[src/rtl/ttt_keypad_scanner.sv]
// ttt_keypad_scanner: 3x3 key matrix scanner with frame debounce and one-hot move strobes
module ttt_keypad_scanner #(
  parameter int SCAN_CYCLES    = 4,
  parameter int DEBOUNCE_SCANS = 3
) (
  input  logic       clk,
  input  logic       reset,
  input  logic [2:0] col_in,
  output logic [2:0] row_out,
  output logic [8:0] key_held,
  output logic [8:0] key_pulse,
  output logic       key_valid,
  output logic [3:0] key_code
);
  localparam int DW = $clog2(SCAN_CYCLES);
  localparam int CW = $clog2(DEBOUNCE_SCANS + 1);
  localparam logic [DW-1:0] DLAST = DW'(SCAN_CYCLES - 1);
  localparam logic [CW-1:0] CMAX = CW'(DEBOUNCE_SCANS);
  logic [1:0]    r_row;
  logic [DW-1:0] r_dwell;
  logic [2:0]    r_sync1, r_col_s;
  logic [8:0]    r_snap, r_cand;
  logic [CW-1:0] r_cnt;
  logic          r_armed;
  logic          w_last, w_frame_end, w_accept, w_move;
  logic [8:0]    w_snap;
  logic [CW-1:0] w_cnt;
  logic [3:0]    w_code;
  assign row_out = 3'b001 << r_row;
  // w_snap already includes the row being sampled this cycle, so frame end sees the whole frame
  always_comb begin
    w_last      = r_dwell == DLAST;
    w_frame_end = w_last && r_row == 2'd2;
    w_snap      = r_snap;
    if (w_last) w_snap[r_row*3 +: 3] = r_col_s;
    w_cnt    = (w_snap != r_cand) ? CW'(1) : (r_cnt == CMAX) ? CMAX : r_cnt + 1'b1;
    w_accept = w_frame_end && w_cnt >= CMAX;
    w_move   = w_accept && r_armed && key_held == '0 && w_snap != '0 &&
               (w_snap & (w_snap - 9'd1)) == '0;
    w_code   = '0;
    for (int i = 0; i < 9; i++) if (w_snap[i]) w_code = 4'(i);
  end
  always_ff @(posedge clk) begin
    if (reset) begin
      r_row     <= '0;
      r_dwell   <= '0;
      r_sync1   <= '0;
      r_col_s   <= '0;
      r_snap    <= '0;
      r_cand    <= '0;
      r_cnt     <= '0;
      r_armed   <= 1'b0;
      key_held  <= '0;
      key_pulse <= '0;
      key_valid <= 1'b0;
      key_code  <= '0;
    end else begin
      r_sync1 <= col_in;
      r_col_s <= r_sync1;
      r_dwell <= w_last ? '0 : r_dwell + 1'b1;
      if (w_last) r_row <= (r_row == 2'd2) ? 2'd0 : r_row + 2'd1;
      r_snap <= w_snap;
      if (w_frame_end) begin
        r_cand <= w_snap;
        r_cnt  <= w_cnt;
      end
      if (w_accept) key_held <= w_snap;
      // only an all-released accept arms, so keys held through reset never strobe
      if (w_accept && w_snap == '0) r_armed <= 1'b1;
      key_pulse <= w_move ? w_snap : '0;
      key_valid <= w_move;
      key_code  <= w_move ? w_code : '0;
    end
  end
endmodule

[config.mk]
export PLATFORM = sky130hd
export DESIGN_NAME = ttt_keypad_scanner
export DESIGN_NICKNAME = d
export VERILOG_FILES = /design/src/rtl/ttt_keypad_scanner.sv
export SDC_FILE = /design/constraint.sdc
export NUM_CORES = 1
export LEC_CHECK = 0
export CORE_MARGIN = 3
export CORE_UTILIZATION = 40
export DETAILED_ROUTE_END_ITERATION = 8
export PLACE_DENSITY = 0.63
export SLEW_MARGIN = 20
export SYNTH_ARGS = -nofsm -noshare
export SYNTH_HDL_FRONTEND = slang
export SYNTH_SLANG_ARGS = --single-unit
[constraint.sdc]
create_clock -name clk -period 9 [get_ports clk]
set_clock_uncertainty 0.2 [all_clocks]
set_input_delay 1.35 -clock clk [delete_from_list [all_inputs] [get_ports clk]]
set_output_delay 1.35 -clock clk [all_outputs]
set_load 0.005 [all_outputs]
==> results.cfg <==
[critical_path]
reg2reg_from = r_row[0]
timing.critical_path.cells = inv_1 -> ha_1 -> and4bb_2 -> a221oi_1 -> o22ai_1 -> a2111oi_2 -> o2111ai_1 -> nor4_1
crit_fanout = 12
worst-endpoint-arrival_ns = 3.54
worstSetupPathType = flip-flop to flip-flop
critical_path_buf_inv_count = 1
crit_path_top_delay_cell = sky130_fd_sc_hd__o2111ai_1
crit_path_end_kind = flip-flop
critical_path_cell_count = 8
cp_slowest_stage_delay_ns = 0.57
startpoint_type = flip-flop
cpLargestDelayFamily = compound AO/OA/AOI/OAI gates
crit_start = r_row[0]
worst-endpoint-required_ns = 9.02
rr_worst_depth = 8
ff2ff_setup_slack_ns = 5.48

[layout]
num_antenna_cells = 0
area_growth_pct = 15.9
nFillCells = 574
layout-drive-gt1-share = 0.125
finish.net_count = 291

[grt]
number_of_antenna_violations_at_the_first_check_in_global_routing = 0
grt_start_max_net_pins = 43
grt_pass1_wl_mm = 9.14
grt.total_usage = 0.158
globalRouteOverflowTotal = 0
vias_in_the_first_global_route = 1831

[drt]
drtAntennaViolNets = 0
drt_drc_violations_left = 0
detail_route.wl_per_cell_um = 15.7
postRouteWirelength_mm = 5.57
drtPass1Iterations = 4
detail_routed_via_count_per_cell = 5.62
drt_iter0_markers = 169
detailroute.via_count = 1989

[sta]
final-setup-viol-count = 0
final_period_minus_worst_setup_slack_ns = 3.52
setup_tns_final_ns = 0
rsz0062_at_grt = no
final_min_period_over_clock_period = 0.391
timing_hold_violations_final = 0
timing_worst_slew_pin_value_ns = 0.918
slew_viol_final = 0
fmax_mhz = 284
max_slew_margin = 0.387
final.hold.worst_slack_ns = 0.229

[min_path]
worst_hold_path_stage_count = 1
hold_start = r_dwell[0]
timing.hold.worst.class = flip-flop to flip-flop

[clocking]
clock_insertion_delay_worst_skew_ns = 0.31
ctsResizeCount = 0
number_of_buffers_created_by_cts = 5
cts-htree-levels = 2
cts_max_path_buffers = 2
cts_setup_buffers = 0
cts_root_buffer = sky130_fd_sc_hd__clkbuf_8
clk_slew_on_worst_s_h_paths_ns = 0.09
cts_sink_cnt = 53
post_cts_hold_buffer_count = 0
tritoncts = built

[logic_synthesis]
yosys.area.top_type = sky130_fd_sc_hd__dfxtp_1
syn-mean-instance-area_um2 = 9.71
ys_top_cells_by_area = sky130_fd_sc_hd__dfxtp_1, sky130_fd_sc_hd__nor2_1, sky130_fd_sc_hd__nor2b_1
yosys_warnings = 0
synth_largest_type_area_fraction = 0.422
synth_enable_flop_cells = 0
synthFlopType = sky130_fd_sc_hd__dfxtp_1
post_synth_num_cell_types = 64
mapped_cells = 259
synthesis.nets = 271
synth.cells.most_frequent = sky130_fd_sc_hd__dfxtp_1, sky130_fd_sc_hd__nor2_1, sky130_fd_sc_hd__nor2b_1
synth.cell_area_um2 = 2520
sequential_fraction_of_the_synthesis_area = 0.422
async_flop_share = 0
synth-seq-cells = 53
post-synth-top-count-cell = sky130_fd_sc_hd__dfxtp_1

[floorplan]
core-area_um2 = 5990
pin_count = 31
die_x_um = 85.3
initial_core_util = 0.420
design.die.area_um2 = 7280
die-height_um = 85.3
rows = 28

[pwr]
vdd_drop_max_uv = 79.1
powerDensity_nw_per_um2 = 138
p_leak_nw = 1.01

[job]
max-cap-violations = 0

[run_status]
run_status = finished clean

[place]
portBuffers = 30
dpl_hpwl_mm = 3.97
place_congestion = 0.826
-- metrics by stage --
step / utilization / cell area (um2) / cells / total power, W / worst slack (ns)
6_report: 0.487 / 2920 / 354 / 0.000401 / 5.48
5_1_grt: 0.487 / 2920 / 354 / 0.000415 / 5.03
4_1_cts: 0.487 / 2920 / 354 / 0.000405 / 5.49
3_5_place_dp: 0.472 / 2830 / 347 / 0.000269 / 5.51
3_3_place_gp: 0.472 / 2830 / 347 / 0.000269 / 5.50
2_1_floorplan: - / 2520 / 259 / 0.000263 / 6.13
-- cells by family after synthesis --
group                    Yosys count  synth area share
adder cells (fa/ha/maj)            7            0.0348
multiplexers                      11            0.0512
XOR/XNOR                           6            0.0209
flip-flops                        53             0.422
AO/OA/AOI/OAI                     57             0.201
AND/OR/NAND/NOR                  100             0.222
buffers and inverters             25            0.0487
-- flip-flops by register name (all words and copies together), names as in the netlist --
name       cells
key_held       9
key_pulse      9
r_cand         9
r_snap         9
key_code       3
r_col_s        3
r_sync1        3
r_cnt          2
r_dwell        2
r_row          2
key_valid      1
r_armed        1
-- per-layer routing --
layer | GRT usage | share of wire | up-vias
li1 | - | - | 988
met1 | 0.217 | 0.49 | 958
met2 | 0.243 | 0.48 | 41
met3 | 0.0301 | 0.035 | 2
met4 | 0.0633 | 0.0020 | 0
met5 | 0 | 0 | -
-- final timing paths --
path / endpoint
worst max register to register: key_code[0]
worst min-delay path: r_dwell[0]
worst min register to register: r_dwell[0]
worst max-delay path: key_code[0]
-- layout by cell type, fill, tap and decap left out, types with 7 or more instances in the layout --
master	Yosys	routed
sky130_fd_sc_hd__a211oi_1	12	12
sky130_fd_sc_hd__clkdlybuf4s50_1	0	30
sky130_fd_sc_hd__nor2_1	25	25
sky130_fd_sc_hd__mux2_2	7	7
sky130_fd_sc_hd__ha_1	7	7
sky130_fd_sc_hd__nor3_1	12	12
sky130_fd_sc_hd__nand2_1	12	12
sky130_fd_sc_hd__dfxtp_1	53	53
sky130_fd_sc_hd__nor2b_1	15	15
-- cell type report --
cell class	instances	area, um2	share of cell area
Tap cell	75	93.8	0.0322
Multi-Input combinational cell	181	1330	0.457
Timing Repair Buffer	32	315	0.108
Inverter	6	22.5	0.00773
Clock inverter	1	7.51	0.00258
Sequential cell	53	1060	0.364
Clock buffer	6	82.6	0.0283
-- worst register-to-register path: stages, from the launching register on --
cell	delay, ns
sky130_fd_sc_hd__dfxtp_1	0.51
sky130_fd_sc_hd__inv_1	0.15
sky130_fd_sc_hd__ha_1	0.40
sky130_fd_sc_hd__and4bb_2	0.32
sky130_fd_sc_hd__a221oi_1	0.28
sky130_fd_sc_hd__o22ai_1	0.15
sky130_fd_sc_hd__a2111oi_2	0.51
sky130_fd_sc_hd__o2111ai_1	0.57
sky130_fd_sc_hd__nor4_1	0.36
-- where the power goes --
| group | switching (W) | internal, W | leakage [nW] |
|---|---|---|---|
| registers | 0.00000346 | 0.000237 | 0.429 |
| logic | 0.0000131 | 0.0000100 | 0.533 |
| clock network | 0.0000766 | 0.0000609 | 0.0433 |
| total | 0.0000932 | 0.000308 | 1.01 |
Note: power is estimated with default switching activity, not from simulation.
